**src/rtl/text_attr_renderer.sv**
```systemverilog
// VGA text-mode pixel renderer with a fixed 4-cycle pipeline.
// It fetches a char/attr word, then a glyph row, then resolves the pixel colour.
module text_attr_renderer #(
  parameter int COLS       = 80,
  parameter int ROWS       = 30,
  parameter int FONT_H     = 16,
  parameter int H_ACTIVE   = 640,
  parameter int V_ACTIVE   = 480,
  parameter int ADDR_W     = 12,
  parameter int BLINK_LOG2 = 5
) (
  input  logic                             clk25mhz,
  input  logic                             rst_n,
  input  logic [9:0]                       hindex,
  input  logic [9:0]                       vindex,
  input  logic                             attr_mode,
  input  logic [3:0]                       standard,
  input  logic [3:0]                       emphasized,
  input  logic [3:0]                       background,
  input  logic                             cursor_en,
  input  logic [6:0]                       cursor_col,
  input  logic [4:0]                       cursor_row,
  input  logic [15:0]                      char_data,
  input  logic [7:0]                       font_data,
  output logic [ADDR_W-1:0]                char_address,
  output logic [8+$clog2(FONT_H)-1:0]      font_address,
  output logic [7:0]                       color,
  output logic [BLINK_LOG2-1:0]            frame_cnt
);
  localparam int FW = $clog2(FONT_H);
  localparam int RW = 10 - FW;

  if (COLS * 8 != H_ACTIVE || ROWS * FONT_H != V_ACTIVE) begin : g_bad_geom
    $error("text_attr_renderer: geometry parameters are inconsistent");
  end

  // Raster decode
  logic          active;
  logic [6:0]    col;
  logic [2:0]    xs;
  logic [RW-1:0] row;
  logic [FW-1:0] yl;
  logic          curhit;

  assign active = (hindex < 10'(H_ACTIVE)) && (vindex < 10'(V_ACTIVE));
  assign col    = hindex[9:3];
  assign xs     = hindex[2:0];
  assign row    = vindex[9:FW];
  assign yl     = vindex[FW-1:0];
  assign curhit = cursor_en && (col == cursor_col) && (row == RW'(cursor_row)) &&
                  (yl >= FW'(FONT_H - 2));

  // S1
  logic [ADDR_W-1:0] char_addr_q, char_addr_d;
  logic [2:0]        xs1_q;
  logic [FW-1:0]     yl1_q;
  logic              vld1_q, cur1_q;

  assign char_addr_d = active ? (ADDR_W'(row) * ADDR_W'(COLS) + ADDR_W'(col)) : char_addr_q;

  // S2
  logic [8+FW-1:0] font_addr_q, font_addr_d;
  logic [7:0]      attr2_q;
  logic            c7_2_q;
  logic [2:0]      xs2_q;
  logic            vld2_q, cur2_q;

  assign font_addr_d = attr_mode ? {char_data[7:0], yl1_q}
                                 : {1'b0, char_data[6:0], yl1_q};

  // S3
  logic [3:0]            idx_q, idx_d;
  logic [3:0]            fg, bg;
  logic                  on, blink, phase;
  logic [BLINK_LOG2-1:0] frame_q, frame_d;

  assign phase = frame_q[BLINK_LOG2-1];

  // Blink suppresses the glyph before the cursor inverts it, so the cursor survives blink.
  always_comb begin
    on = font_data[~xs2_q];
    if (attr_mode) begin
      fg    = attr2_q[3:0];
      bg    = {1'b0, attr2_q[6:4]};
      blink = attr2_q[7];
    end else begin
      fg    = c7_2_q ? emphasized : standard;
      bg    = background;
      blink = 1'b0;
    end
    if (blink && phase)    on = 1'b0;
    if (cur2_q && !phase)  on = !on;
    idx_d = !vld2_q ? 4'h0 : (on ? fg : bg);
  end

  // S4
  logic [7:0] color_q, color_d;
  logic [2:0] rgb, bright;

  assign rgb     = idx_q[2:0];
  assign bright  = idx_q[3] ? ((rgb == 3'b000) ? 3'b111 : rgb) : 3'b000;
  assign color_d = {rgb[2], bright[2], 1'b0, rgb[1], bright[1], 1'b0, rgb[0], bright[0]};

  assign frame_d = (hindex == 10'd0 && vindex == 10'(V_ACTIVE)) ? frame_q + 1'b1 : frame_q;

  always_ff @(posedge clk25mhz or negedge rst_n) begin
    if (!rst_n) begin
      char_addr_q <= '0;
      xs1_q       <= '0;
      yl1_q       <= '0;
      vld1_q      <= 1'b0;
      cur1_q      <= 1'b0;
      font_addr_q <= '0;
      attr2_q     <= '0;
      c7_2_q      <= 1'b0;
      xs2_q       <= '0;
      vld2_q      <= 1'b0;
      cur2_q      <= 1'b0;
      idx_q       <= '0;
      color_q     <= '0;
      frame_q     <= '0;
    end else begin
      char_addr_q <= char_addr_d;
      xs1_q       <= xs;
      yl1_q       <= yl;
      vld1_q      <= active;
      cur1_q      <= curhit;
      font_addr_q <= font_addr_d;
      attr2_q     <= char_data[15:8];
      c7_2_q      <= char_data[7];
      xs2_q       <= xs1_q;
      vld2_q      <= vld1_q;
      cur2_q      <= cur1_q;
      idx_q       <= idx_d;
      color_q     <= color_d;
      frame_q     <= frame_d;
    end
  end

  assign char_address = char_addr_q;
  assign font_address = font_addr_q;
  assign color        = color_q;
  assign frame_cnt    = frame_q;
endmodule
```
**config.mk**
```make
export PLATFORM = sky130hd
export DESIGN_NAME = text_attr_renderer
export DESIGN_NICKNAME = d
export VERILOG_FILES = /design/src/rtl/text_attr_renderer.sv
export SDC_FILE = /design/constraint.sdc
export NUM_CORES = 1
export LEC_CHECK = 0
export ABC_AREA = 1
export BUFFER_PORTS_ARGS = -buffer_cell sky130_fd_sc_hd__buf_4
export CAP_MARGIN = 20
export CORE_UTILIZATION = 44
export CTS_CLUSTER_DIAMETER = 100
export DETAILED_ROUTE_END_ITERATION = 10
export PLACE_DENSITY = 0.72
export SLEW_MARGIN = 20
export SYNTH_ARGS = -nofsm -noshare
export SYNTH_HDL_FRONTEND = slang
export SYNTH_SLANG_ARGS = --single-unit
```
**constraint.sdc**
```tcl
create_clock -name clk25mhz -period 2 [get_ports clk25mhz]
set_input_delay 0.4 -clock clk25mhz [delete_from_list [all_inputs] [get_ports clk25mhz]]
set_output_delay 0.4 -clock clk25mhz [all_outputs]
set_load 0.005 [all_outputs]
```
==> out/qor.csv <==
metric,value,unit
height of the chip,82.9,um
CTS Buf Count,9,
Syn Std Cell Area,0.00288,mm^2
Yosys top cell by area,dfrtp_1,
via count,2444,
Area contributors post-synth,"dfrtp_1, nand2_1, ha_1",
busiest grt layer,met2,
die area,0.00688,mm^2
vias per cell,4.83,
pre-CTS WS,-0.204,ns
PwrDens,726,mW/mm^2
DP HPWL,4890,um
nature of the critical path endpoint,flop,
post-route ant nets,0,
Worst-Skew Late Latency,0.33,ns
htree depth,3,
share of post-route cells with drive strength above 1,0.340,
Util after Layout,0.626,
routability congestion estimate,0.853,
peak fanout along the critical path,3,
top-level port count,109,
unrepaired setup endpoints after global routing,no,
Worst Hold Class,input port to asynchronous set/reset pin,
CP bufs+invs,1,
met2 Usage GRT,0.340,
top cell type's share of synthesized area,0.538,
fmax,539,MHz
pin count of the biggest net entering global routing,63,
Crit path max-delay family,adder cells,
Final Skew,0.00815,ns
M3 GR Usage,0.0666,
CTS max path bufs,2,
Root Buffer,clkbuf_8,
period utilization,0.927,
grt met1 use,0.213,
# diodes,0,
drt drc,0,
final setup fails,0,
CP Cell Sequence,buf_4 -> ha_1 -> ha_1 -> fa_1 -> nor3b_2 -> nand3_1 -> nand3_1 -> nand2_1,
crit path kind,input port to flop,
Tmin final,1.85,ns
Worst EP arrival,2.07,ns
Crit. path cell count,8,
initial drt markers,111,
CTS tree,yes,
remaining global-route overflow,0,
Critical Path RT,2.22,ns
"Largest stage delay, worst path",0.53,ns
CP Launch Type,input port,
Syn Area/Cell,9.54,um^2
drt first pass iters,4,
first-pass GRT wire length,10400,um
Area Overhead vs Synth,38.0,%
Leak,2.15,nW
Fin. Hold Viols,0,
average routed wire per standard cell,12.5,um
routed wire length,6320,um
worst slew pin tran,0.747,ns
Die X,82.9,um
Post-Syn Instances,302,
reg2reg path depth,8,
Yosys Warn Count,0,
"Seq/Total Area, Yosys",0.538,
number of hold buffers added after CTS,0,
Tot GR Track Use,0.191,
maximum VDD drop,0.467,mV
status,"finished, final reports clean",
number of global-route vias before repair,2429,
CTS sink count,62,
Post-CTS Setup Inserts,0,
Slew headroom,0.502,
Max-Cap Viols,0,
Layout Nets,511,
#FFs+latches synth,62,
post-synth cell types,34,
slowest cell on the critical path,fa_1,
clock slew at reported path FFs,0.07,ns
fill cell instance count of the final layout,544,
setup ws final,0.146,ns
# resized after CTS,0,
initial antenna violation count,0,
initial core utilization,0.454,
Core ar.,0.00635,mm^2
# rows,29,
I/O Buffers,106,
Slew Limit Fails,0,
## cell families (layout without fill, tap and decap cells)
group                      count (synthesis)  in the layout  share of synthesized area
AOI/OAI and AO/OA                         33             33                     0.0651
xor gates and xnor gates                  13             13                     0.0395
adders and majority gates                 14             14                     0.0660
buffers and inverters                     46            172                     0.0664
DFF                                       62             62                      0.538
muxes                                      7              7                     0.0243
other                                      1              2                    0.00130
and+or+nand+nor                          126            126                      0.199
## path summary, 6_finish.rpt
| check | end | slack, ns | start |
|---|---|---|---|
| max in group asynchronous | font_address[8] | 1.37 | rst_n |
| worst min register to register | font_address[0] | 0.35 | yl1_q[0] |
| worst max register to register | idx_q[2] | 0.68 | xs2_q[0] |
| worst max-delay path | char_address[10] | 0.15 | vindex[5] |
| worst min-delay path | color[6] | 0.14 | rst_n |
| min in group clk25mhz | attr2_q[1] | 0.17 | char_data[9] |
## layout by cell type, fill, tap and decap left out, drive strengths merged, types with 3 or more instances in the layout
master,count
nor3,7
mux2i,7
dfrtp,62
clkinv,5
o22ai,3
nor2,14
xnor2,7
o21ai,15
inv,38
xor2,6
nand2,74
nand4,5
nand3,24
buf,118
ha,12
clkbuf,10
a21oi,10
## final cells by class
type | count | area (um^2) | share of cell area
flip-flops and latches | 62 | 1550 | 0.390
multi-input cells | 195 | 1140 | 0.287
clock inverters | 5 | 27.5 | 0.00692
inverters | 39 | 146 | 0.0368
well taps | 77 | 96.3 | 0.0242
clock buffers | 10 | 128 | 0.0321
repair buffers | 118 | 886 | 0.223
## per-layer routing
metal | routed length (um) | up-vias | share of wire
li1 | - | 1219 | -
met4 | 70 | 0 | 0.011
met1 | 2580 | 1128 | 0.41
met3 | 433 | 8 | 0.069
met2 | 3240 | 89 | 0.51
met5 | 0 | - | 0
## Yosys cell counts (all sizes together)
library cell	instances
a21oi	10
nand3	24
dfrtp	62
ha	12
o211ai	1
a221oi	1
nand3b	1
o31ai	1
o22ai	3
fa	2
o21ai	15
inv	38
nor3b	1
buf	6
o21a	1
clkinv	1
nand4	5
xor2	6
nor2	14
mux2i	7
conb	1
xnor2	7
nor3	7
a211oi	1
nand2	74
clkbuf	1
## sequential cells by signal (all words and copies together), names as in the netlist
signal        flops
xs1_q             3
yl1_q             4
xs2_q             3
cur1_q            1
frame_cnt         5
idx_q             4
cur2_q            1
font_address     12
char_address     12
c7_2_q            1
vld2_q            1
vld1_q            1
color             6
attr2_q           8
## through the flow
stage | setup TNS (ns) | area (um^2) | total power, W | cells | hold slack, ns
after floorplan | 0 | 2890 | 0.00168 | 303 | 0.104
after global placement | -0.426 | 3820 | 0.00200 | 491 | 0.334
after detailed placement | -0.720 | 3820 | 0.00202 | 491 | 0.335
after CTS | 0 | 3980 | 0.00292 | 506 | 0.156
after global routing | 0 | 3980 | 0.00305 | 506 | 0.146
final | 0 | 3980 | 0.00289 | 506 | 0.144
## power breakdown
group          leakage, nW  total (W)  switching [W]  internal (W)
clock network       0.0817   0.000899       0.000465      0.000434
registers            0.767    0.00140      0.0000507       0.00135
logic                 1.30   0.000584       0.000273      0.000311
Note: power is estimated with default switching activity, not from simulation.
